==> config.mk <==
export PLATFORM = sky130hd
export DESIGN_NAME = immediate_encoder
export DESIGN_NICKNAME = d
export VERILOG_FILES = /design/src/rtl/immediate_encoder.sv
export SDC_FILE = /design/constraint.sdc
export NUM_CORES = 1
export LEC_CHECK = 0
export CELL_PAD_IN_SITES_DETAIL_PLACEMENT = 1
export CELL_PAD_IN_SITES_GLOBAL_PLACEMENT = 1
export CORE_UTILIZATION = 37
export CTS_CLUSTER_DIAMETER = 200
export CTS_CLUSTER_SIZE = 14
export DETAILED_ROUTE_END_ITERATION = 8
export PLACE_DENSITY_LB_ADDON = 0.1
export SLEW_MARGIN = 40
export SYNTH_ARGS = -nofsm -noshare
export SYNTH_HDL_FRONTEND = slang
export SYNTH_SLANG_ARGS = --single-unit
==> constraint.sdc <==
create_clock -name clk -period 1.8 [get_ports clk]
set_input_delay 0.36 -clock clk [delete_from_list [all_inputs] [get_ports clk]]
set_output_delay 0.36 -clock clk [all_outputs]
set_load 0.01 [all_outputs]
==> src/rtl/immediate_encoder.sv <==
// Packs a sign-extended 64-bit immediate into RV64I I/S/B/J/U bit positions through a 2-stage valid/ready pipeline.
// Optional round-trip self-check enabled by defining IMM_ENC_ROUNDTRIP_CHECK_EN (adds port rt_mismatch).
module immediate_encoder #(
  parameter int unsigned ERR_CNT_W = 16
) (
  input  logic                 clk,
  input  logic                 rst_n,
  input  logic                 in_valid,
  output logic                 in_ready,
  input  logic [2:0]           imm_src,
  input  logic [63:0]          immediate,
  input  logic [31:0]          base_instr,
  output logic                 out_valid,
  input  logic                 out_ready,
  output logic [31:0]          instruction,
  output logic                 range_err,
  output logic                 align_err,
  input  logic                 clr_err_cnt,
  output logic [ERR_CNT_W-1:0] err_cnt
`ifdef IMM_ENC_ROUNDTRIP_CHECK_EN
  ,
  output logic                 rt_mismatch
`endif
);

  localparam int unsigned XLEN = 64;
  localparam int unsigned ILEN = 32;

  typedef enum logic [2:0] {
    SRC_I = 3'b000,
    SRC_S = 3'b001,
    SRC_B = 3'b010,
    SRC_J = 3'b011,
    SRC_U = 3'b100
  } imm_src_e;

  logic            s1_valid;
  imm_src_e        s1_src;
  logic [XLEN-1:0] s1_imm;
  logic [ILEN-1:0] s1_base;
  logic            s1_range_err;
  logic            s1_align_err;

  logic            s2_adv;
  logic            chk_range_err;
  logic            chk_align_err;
  logic [ILEN-1:0] pack_word;
  logic            err_event;

  // Stage 2 frees up when empty or draining; stage 1 follows it.
  assign s2_adv   = !out_valid || out_ready;
  assign in_ready = !s1_valid || s2_adv;

  // Representability and alignment of the incoming immediate.
  always_comb begin
    chk_range_err = 1'b0;
    chk_align_err = 1'b0;
    case (imm_src_e'(imm_src))
      SRC_I, SRC_S: chk_range_err = !((&immediate[63:11]) || !(|immediate[63:11]));
      SRC_B: begin
        chk_range_err = !((&immediate[63:12]) || !(|immediate[63:12]));
        chk_align_err = immediate[0];
      end
      SRC_J: begin
        chk_range_err = !((&immediate[63:20]) || !(|immediate[63:20]));
        chk_align_err = immediate[0];
      end
      SRC_U: chk_range_err = (|immediate[11:0]) ||
                             !((&immediate[63:31]) || !(|immediate[63:31]));
      default: chk_range_err = 1'b1;
    endcase
  end

  // Stage 1: capture request and check flags.
  always_ff @(posedge clk or negedge rst_n) begin
    if (!rst_n) begin
      s1_valid     <= 1'b0;
      s1_src       <= SRC_I;
      s1_imm       <= '0;
      s1_base      <= '0;
      s1_range_err <= 1'b0;
      s1_align_err <= 1'b0;
    end else if (in_ready) begin
      s1_valid <= in_valid;
      if (in_valid) begin
        s1_src       <= imm_src_e'(imm_src);
        s1_imm       <= immediate;
        s1_base      <= base_instr;
        s1_range_err <= chk_range_err;
        s1_align_err <= chk_align_err;
      end
    end
  end

  // Pack immediate over base; errored requests pass base through untouched.
  always_comb begin
    pack_word = s1_base;
    if (!(s1_range_err || s1_align_err)) begin
      case (s1_src)
        SRC_I: pack_word[31:20] = s1_imm[11:0];
        SRC_S: begin
          pack_word[31:25] = s1_imm[11:5];
          pack_word[11:7]  = s1_imm[4:0];
        end
        SRC_B: begin
          pack_word[31]    = s1_imm[12];
          pack_word[7]     = s1_imm[11];
          pack_word[30:25] = s1_imm[10:5];
          pack_word[11:8]  = s1_imm[4:1];
        end
        SRC_J: begin
          pack_word[31]    = s1_imm[20];
          pack_word[19:12] = s1_imm[19:12];
          pack_word[20]    = s1_imm[11];
          pack_word[30:21] = s1_imm[10:1];
        end
        SRC_U: pack_word[31:12] = s1_imm[31:12];
        default: pack_word = s1_base;
      endcase
    end
  end

`ifdef IMM_ENC_ROUNDTRIP_CHECK_EN
  logic [XLEN-1:0] rt_decoded;
  logic            rt_legal;
  logic            rt_mismatch_c;

  // Re-decode the packed word exactly as the core's decoder would.
  always_comb begin
    rt_decoded = '0;
    rt_legal   = 1'b1;
    case (s1_src)
      SRC_I: rt_decoded = {{52{pack_word[31]}}, pack_word[31:20]};
      SRC_S: rt_decoded = {{52{pack_word[31]}}, pack_word[31:25], pack_word[11:7]};
      SRC_B: rt_decoded = {{51{pack_word[31]}}, pack_word[31], pack_word[7],
                           pack_word[30:25], pack_word[11:8], 1'b0};
      SRC_J: rt_decoded = {{43{pack_word[31]}}, pack_word[31], pack_word[19:12],
                           pack_word[20], pack_word[30:21], 1'b0};
      SRC_U: rt_decoded = {{32{pack_word[31]}}, pack_word[31:12], 12'h000};
      default: rt_legal = 1'b0;
    endcase
    rt_mismatch_c = rt_legal && !s1_range_err && !s1_align_err && (rt_decoded != s1_imm);
  end

  always_ff @(posedge clk or negedge rst_n) begin
    if (!rst_n) begin
      rt_mismatch <= 1'b0;
    end else if (s2_adv && s1_valid) begin
      rt_mismatch <= rt_mismatch_c;
    end
  end

  assign err_event = range_err || align_err || rt_mismatch;
`else
  assign err_event = range_err || align_err;
`endif

  // Stage 2: hold packed result until the consumer takes it.
  always_ff @(posedge clk or negedge rst_n) begin
    if (!rst_n) begin
      out_valid   <= 1'b0;
      instruction <= '0;
      range_err   <= 1'b0;
      align_err   <= 1'b0;
    end else if (s2_adv) begin
      out_valid <= s1_valid;
      if (s1_valid) begin
        instruction <= pack_word;
        range_err   <= s1_range_err;
        align_err   <= s1_align_err;
      end
    end
  end

  // Saturating count of errored transfers; clear has priority.
  always_ff @(posedge clk or negedge rst_n) begin
    if (!rst_n) begin
      err_cnt <= '0;
    end else if (clr_err_cnt) begin
      err_cnt <= '0;
    end else if (out_valid && out_ready && err_event && (err_cnt != {ERR_CNT_W{1'b1}})) begin
      err_cnt <= err_cnt + ERR_CNT_W'(1);
    end
  end

endmodule

# After elaboration in Yosys (flattened, before gate mapping)
# Index checks and enable logic that the tools add are counted.
# classes
n_reduce_logical,40
eq_ne,9
n_mux,9
n_addsub,1
# ops
op,count
AND reduction 53 bit,1
OR reduction 53 bit,1
AND reduction 52 bit,1
OR reduction 52 bit,1
AND reduction 44 bit,1
OR reduction 44 bit,1
AND reduction 33 bit,1
OR reduction 33 bit,1
two-way mux 16 bit,2
two-way mux 32 bit,1
one-hot mux 7 bit (4 select lines),1
"adder 16 x 1 -> 16 bit, second input constant",1
"!= test 16 bit, second input constant",1
one-hot mux 5 bit (3 select lines),1
"equality test 3 x 2 -> 1 bit, second input constant",4
OR reduction 12 bit,1
zero test 1 bit,10
one-hot mux 5 bit (2 select lines),1
logical OR 1 bit,9
two-way mux 8 bit,1
OR reduction 2 bit,4
"equality test 3 x 1 -> 1 bit, second input constant",2
"equality test 3 bit, second input constant",2
zero test 3 bit,2
other kinds (5),8
# word_totals
wordCells,70
regBits,121
inputBits,104
output_inout_bits,52

# Longest topological paths before layout
# Gate-level depths: netlist of run 1.
# logic_depth
depth_word,6
mapped_depth,8
depth_no_buf,7

# Worst setup path before layout of run 1
# OpenSTA, ideal clock, no wires.
# synth_path
path_kind,register to register
startpoint,register err_cnt[0]
endpoint,register err_cnt[8]
path_stages_with_launch,7
path_slack_ps,114
t_arrival_ps,1609
path_buffers,0
setup_ps,78
period_less_slack_ps,1686
required_ps,1722
cell_sequence,dfrtp_1 > ha_1 > and3_1 > nand4_4 > o2111ai_4 > or3_1 > a21oi_1
# synth_via
elab_chain_cells,3
word_cells_on_any_way,6
classes_between,add/sub: 1; eq/ne: 1; mux: 2; reduce/logical: 2
# synth_lines
element,line_no,text
"start, declared",19,output logic [ERR_CNT_W-1:0] err_cnt
"start signal, assigned",182,err_cnt <= err_cnt + ERR_CNT_W'(1);
adder 16 x 1 -> 16 bit or != test 16 bit (tied branches),"182, 181",
two-way mux 16 bit or logical AND 1 bit (tied branches),181,end else if (out_valid && out_ready && err_event && (err_cnt != {ERR_CNT_W{1'b1}})) begin
two-way mux 16 bit or nonzero test 2 bit (tied branches),n/a,
# Several ways; a longest one is shown, not always the timed one. The select of a mux whose other input is x is not followed.
# A chain may end at the register's enable or synchronous reset.

# Worst setup path in the final report of run 1
# layout_path
startpoint,register err_cnt[13]
endpoint,output port err_cnt[13]
# No word-level cell between the ends.

==> metrics, run 1 <==
routed length per instance 17.85 µm; hpwl dp approximately 12000 µm; Via-to-Cell Ratio 5.230; vias in the first global route 5089; worst slew pin tran between 500 and 600 ps; Clock Pin Slew Worst Setup and Hold Paths 60 ps; buffers and inverters on the worst path 1; Yosys top cell by area dfrtp_1; clock skew 11.03 ps; synth warn 0; Die ar. 15680 µm²; Leak 3.539 nW; floorplan row count 44; Slew Limit Headroom 62.22%; Synth cell types 49; Routed Antenna Nets 0; PnR Total Power 8.695 mW; Slowest cell on crit path clkdlybuf4s50_1; number of enable flip-flop cells after synthesis 0; worst skew pair latency 410 ps; crit-path max cell delay 560 ps; cells after synthesis 486; final critical-path required period 1762 ps; MaxCap Viol Count 0; Placed Cells 853; P per Cell Area 1034 nW/µm²; Core ar. 14700 µm²; most frequent cells in the layout clkdlybuf4s50_1, dfrtp_1, mux2_2; worst hold slack approximately 470 ps; crit start category register; Synth async-reset ratio 100.0%; post-synth net total 591; post-synthesis register bit count 121; placed inst area 7726 µm²; Seq/Total Area, Yosys a little over half; TritonCTS clock tree yes; top_reg_cell synth dfrtp_1; I/O Buffers approximately 160; cell chain of the critical path clkdlybuf4s50_1; Area contributors post-synth dfrtp_1, mux2_2, nand2_1; IO Pins 156; final std cells w/o fill 890; share of cells above drive strength 1 26.91%; initial cell density of the core a little under two fifths; synthesized area 5618 µm²; Placement Setup Slack -364.8 ps; unrepaired setup endpoints after global routing yes; grt ovf 0; largest fanout on the critical path 5; failing checks DRC; first-pass GRT wire length about 26000 µm; final estimated routing congestion in global placement 0.7736; fmax roughly 570 MHz; Clock Tree Buf Depth 2; Remaining DRCs 16; commonest non-fill, non-tap cell in the layout clkdlybuf4s50_1; chip height approximately 130 µm; Worst Hold Class register to register; Worst EP required 1440 ps; Slew Limit Fails 0; largest net degree at the start of global routing 79; crit path DAT 1400 ps; CP delay by family, top buffers and inverters; status finished with violations; # nets final roughly 800; GRT Total Usage between 20% and 30%; share of the synthesized area in the top cell type 53.90%; # setup viols final 0; worst vdd ir 0.6722 mV; post-layout util between 50% and 60%; # clock sinks 121; Period Utilization, post-route 97.91%; syn_area_per_cell around 12 µm²; Iter 0 DRT Violations between 200 and 300; fill cell count 1550; number of H-tree levels 4; TritonCTS Buffers 17; DR pass1 iterations 6; ant diodes 0; Final Routed Wirelength roughly 16000 µm; Crit Path Class register to primary output; initial antenna violation count 0; setup TNS 0 ps; clk root buf clkbuf_16; Vias 4655; Die W 125.2 µm; final hold vios 0; setup ws final 37.57 ps; Area Growth Syn to Fin 49.67%; critical path endpoint category primary output; fin area around 8400 µm²
[timing repair]
action / CTS / global route
resized for setup: 10 / 10
setup endpoints to repair: 11 / 24
gates cloned: 0 / 1
endpoints found under the hold margin: 40 / 0
hold buffers: 1 / 0
buffers inserted: 1 / 2
pin swaps: 0 / 7
[cell families (layout without fill, tap and decap cells)]
family                   count (synthesis)  after routing  share of synthesized area (%)
AO/OA/AOI/OAI                           79             80                          9.310
XOR/XNOR                                12             12                          1.871
adder cells (fa/ha/maj)                  1              1                         0.2227
buffers and inverters                   29            248                          2.517
flip-flops                             121            121                          53.90
multiplexers                            91             91                          17.95
AND/OR/NAND/NOR                        153            153                          14.23
[power by group]
group	leakage, nW	switching [mW]	total [mW]	internal, mW
clock network	0.292	1.23	3.42	2.18
registers	1.46	0.297	3.45	3.15
logic	1.79	0.757	1.83	1.07
[state kept, by name (all words and copies together) (netlist names)]
name / flops
s1_valid: 1
s1_range_err: 1
instruction: 32
s1_imm: 32
err_cnt: 16
s1_base: 32
range_err: 1
align_err: 1
s1_src: 3
s1_align_err: 1
out_valid: 1
[worst register-to-register path, stage by stage (launching register included)]
cell and delay (ps):
dfrtp_1 410, ha_2 210, and3_4 150, nand4_4 100, o2111ai_4 230, or3_1 370
a21oi_1 170
[area by class of cell]
type                            instances  area, µm²  share of cell area, %
Multi-Input combinational cell        337       2505                  29.79
Clock inverter                         10      116.4                  1.384
Sequential cell                       121       3035                  36.10
Timing Repair Buffer                  208       2007                  23.87
Clock buffer                           22      484.2                  5.759
Tap cell                              184      230.2                  2.738
Inverter                                8      30.03                 0.3571
[final timing paths]
check / to / slack, ps / cells past startpoint / from
worst min-delay path: instruction[18] / 470 / 2 / instruction[18]
worst min register to register: instruction[18] / 470 / 2 / instruction[18]
worst max-delay path: err_cnt[13] / 40 / 1 / err_cnt[13]
max in group asynchronous: err_cnt[13] / 790 / 3 / rst_n
min in group asynchronous: err_cnt[7] / 500 / 3 / rst_n
worst max register to register: err_cnt[10] / 80 / 6 / err_cnt[1]
[synthesized netlist by cell type (3+ instances only)]
cell,n
mux2_2,78
a21oi_1,9
nand2_1,49
and3_1,4
nand3b_1,5
nor4_1,14
or3_1,5
xnor2_1,10
dfrtp_1,121
nor2_1,23
nand4_1,12
o221ai_1,8
o21ai_1,5
nand2b_1,3
a22oi_1,5
buf_2,11
clkbuf_1,6
nor2_2,3
nor3_1,15
o22ai_1,6
o21ai_0,34
nand3_1,10
inv_1,8
mux2i_1,13
[per-layer routing]
metal / global-route usage (%) / part of all wire (%) / vias up
li1: - / - / 2198
met1: 26.54 / 44 / 2335
met2: 36.25 / 50 / 113
met3: 6.290 / 4.6 / 9
met4: 5.022 / 0.82 / 0
met5: 0 / 0 / -
Note: power is estimated with default switching activity, not from simulation.
==> run 2, diff against run 1 <==
CAP_MARGIN = 10   (was unset)
==> results of run 2 <==
Same layout as run 1: the final DEF is identical, and so are final timing and power.
==> run 3, diff against run 2 <==
CORE_UTILIZATION = 39   (was 37)
CTS_BUF_LIST = sky130_fd_sc_hd__clkbuf_4 sky130_fd_sc_hd__clkbuf_8   (was unset)
==> metrics, run 3 (synthesis results as in run 1) <==
Remaining DRCs 0; I/O Buffers about 160; largest net degree at the start of global routing 54; initial cell density of the core 40.16%; # clock sinks 121; final hold vios 0; # setup viols final 0; clock skew 9.565 ps; grt ovf 0; Core ar. 13990 µm²; floorplan row count 43; worst slew pin tran 440.4 ps; IO Pins roughly 160; Placed Cells 843; initial antenna violation count 0; crit start category register; chip height 122.0 µm; share of cells above drive strength 1 between 20% and 30%; Sequential Power Share 45.6%; setup ws final roughly 51 ps; Crit Path Class register to primary output; DR pass1 iterations 4; GRT Total Usage between 20% and 30%; clk root buf clkbuf_8; crit path DAT 1390 ps; Die ar. 14890 µm²; number of H-tree levels 4; TritonCTS clock tree yes; Worst EP required 1440 ps; first-pass GRT wire length between 20000 and 25000 µm; final critical-path required period 1749 ps; fill cell count 1491; status finished clean; clock group share of total power a little over 30%; Routed Antenna Nets 0; setup slack on the worst flop-to-flop path roughly 80 ps; Top Metal Used met4; Vias 4594; wire length on met2 7532 µm; Slew Limit Headroom 70.53%; detailed route wirelength on metal3 about 720 µm; hpwl dp 11410 µm; Clock Pin Slew Worst Setup and Hold Paths 80 ps; Int Pwr around 5.4 mW; commonest non-fill, non-tap cell in the layout clkdlybuf4s50_1; final std cells w/o fill 883; Placement Setup Slack -352.3 ps; worst vdd ir 0.5671 mV; R2R Path Start err_cnt[0]; Leak 3.477 nW; Iter 0 DRT Violations 205; fmax about 570 MHz; most frequent cells in the layout clkdlybuf4s50_1, dfrtp_1, mux2_2; Final Routed Wirelength 15310 µm; # nets final between 700 and 800; Top Registers instruction x32, s1_base x32, s1_imm x32; TritonCTS Buffers 17; Die W roughly 120 µm; ant diodes 0; worst skew pair latency about 440 ps; final estimated routing congestion in global placement 0.7505; Sw Pwr 2.154 mW; switching share of power 28.51%; Slew Limit Fails 0; Period Utilization, post-route 97.15%; MaxCap Viol Count 0; P per Cell Area 926.3 nW/µm²; Via-to-Cell Ratio 5.203; Critical path origin err_cnt[0]; Clock Tree Buf Depth 2; Comb power frac about a quarter; largest fanout on the critical path 3; Met1 Wirelength 6853 µm; worst hold slack 332.3 ps; critical path endpoint category primary output; vias in the first global route 4988; Area Growth Syn to Fin 45.17%; routed length per instance 17.34 µm; Worst Hold Class input pin to async pin
run 3: power by group through the flow:
stage / logic, mW / clock network (mW) / registers (mW)
after floorplan: 0.761 / 0 / 3.49
after global placement: 1.77 / 0 / 3.46
after detailed placement: 1.83 / 0 / 3.49
after CTS: 1.84 / 2.37 / 3.44
after global routing: 1.99 / 2.48 / 3.50
final: 1.83 / 2.29 / 3.44
run 3: timing repair:
action / CTS / global route
gates resized for setup: 13 / 12
endpoints found under the hold margin: 15 / 0
setup endpoints to repair: 15 / 18
hold buffers: 1 / 0
pin swaps: 1 / 6
setup buffers: 4 / 3
run 3: metal layers:
layer | track usage, % | up-vias
met2 | 37.22 | 119
met5 | 0 | -
li1 | - | 2192
met1 | 27.28 | 2266
met4 | 7.639 | 0
met3 | 5.524 | 17
run 3: layout make-up:
cell class,instances,area (µm²),area share (%)
Timing Repair Buffer,206,1991,24.41
Clock buffer,20,275.3,3.375
Sequential cell,121,3032,37.17
Tap cell,180,225.2,2.762
Clock inverter,12,98.84,1.212
Inverter,8,30.03,0.3682
Multi-Input combinational cell,336,2504,30.70
run 3: critical path, cell delays in order (launching register included):
cell,delay (ps)
dfrtp_1,400
buf_4,140
buf_4,130
dlygate4sd2_1,280
run 3: worst paths after layout:
check / to / depth (start not counted)
max: err_cnt[0] / 3
min: err_cnt[12] / 2
max reg2reg: err_cnt[8] / 6
min reg2reg: instruction[27] / 2
max in group asynchronous: s1_src[2] / 3
min in group clk: instruction[27] / 2
run 3: per-stage QoR:
stage | util [%] | total power [mW] | area (µm²) | setup TNS [ps]
3_3_place_gp | 54.87 | 5.230 | 7676 | -8372
4_1_cts | 57.75 | 7.652 | 8079 | 0
5_1_grt | 58.30 | 7.967 | 8155 | -18.37
2_1_floorplan | - | 4.248 | 5618 | 0
3_5_place_dp | 54.87 | 5.318 | 7676 | -10880
6_report | 58.30 | 7.554 | 8155 | 0
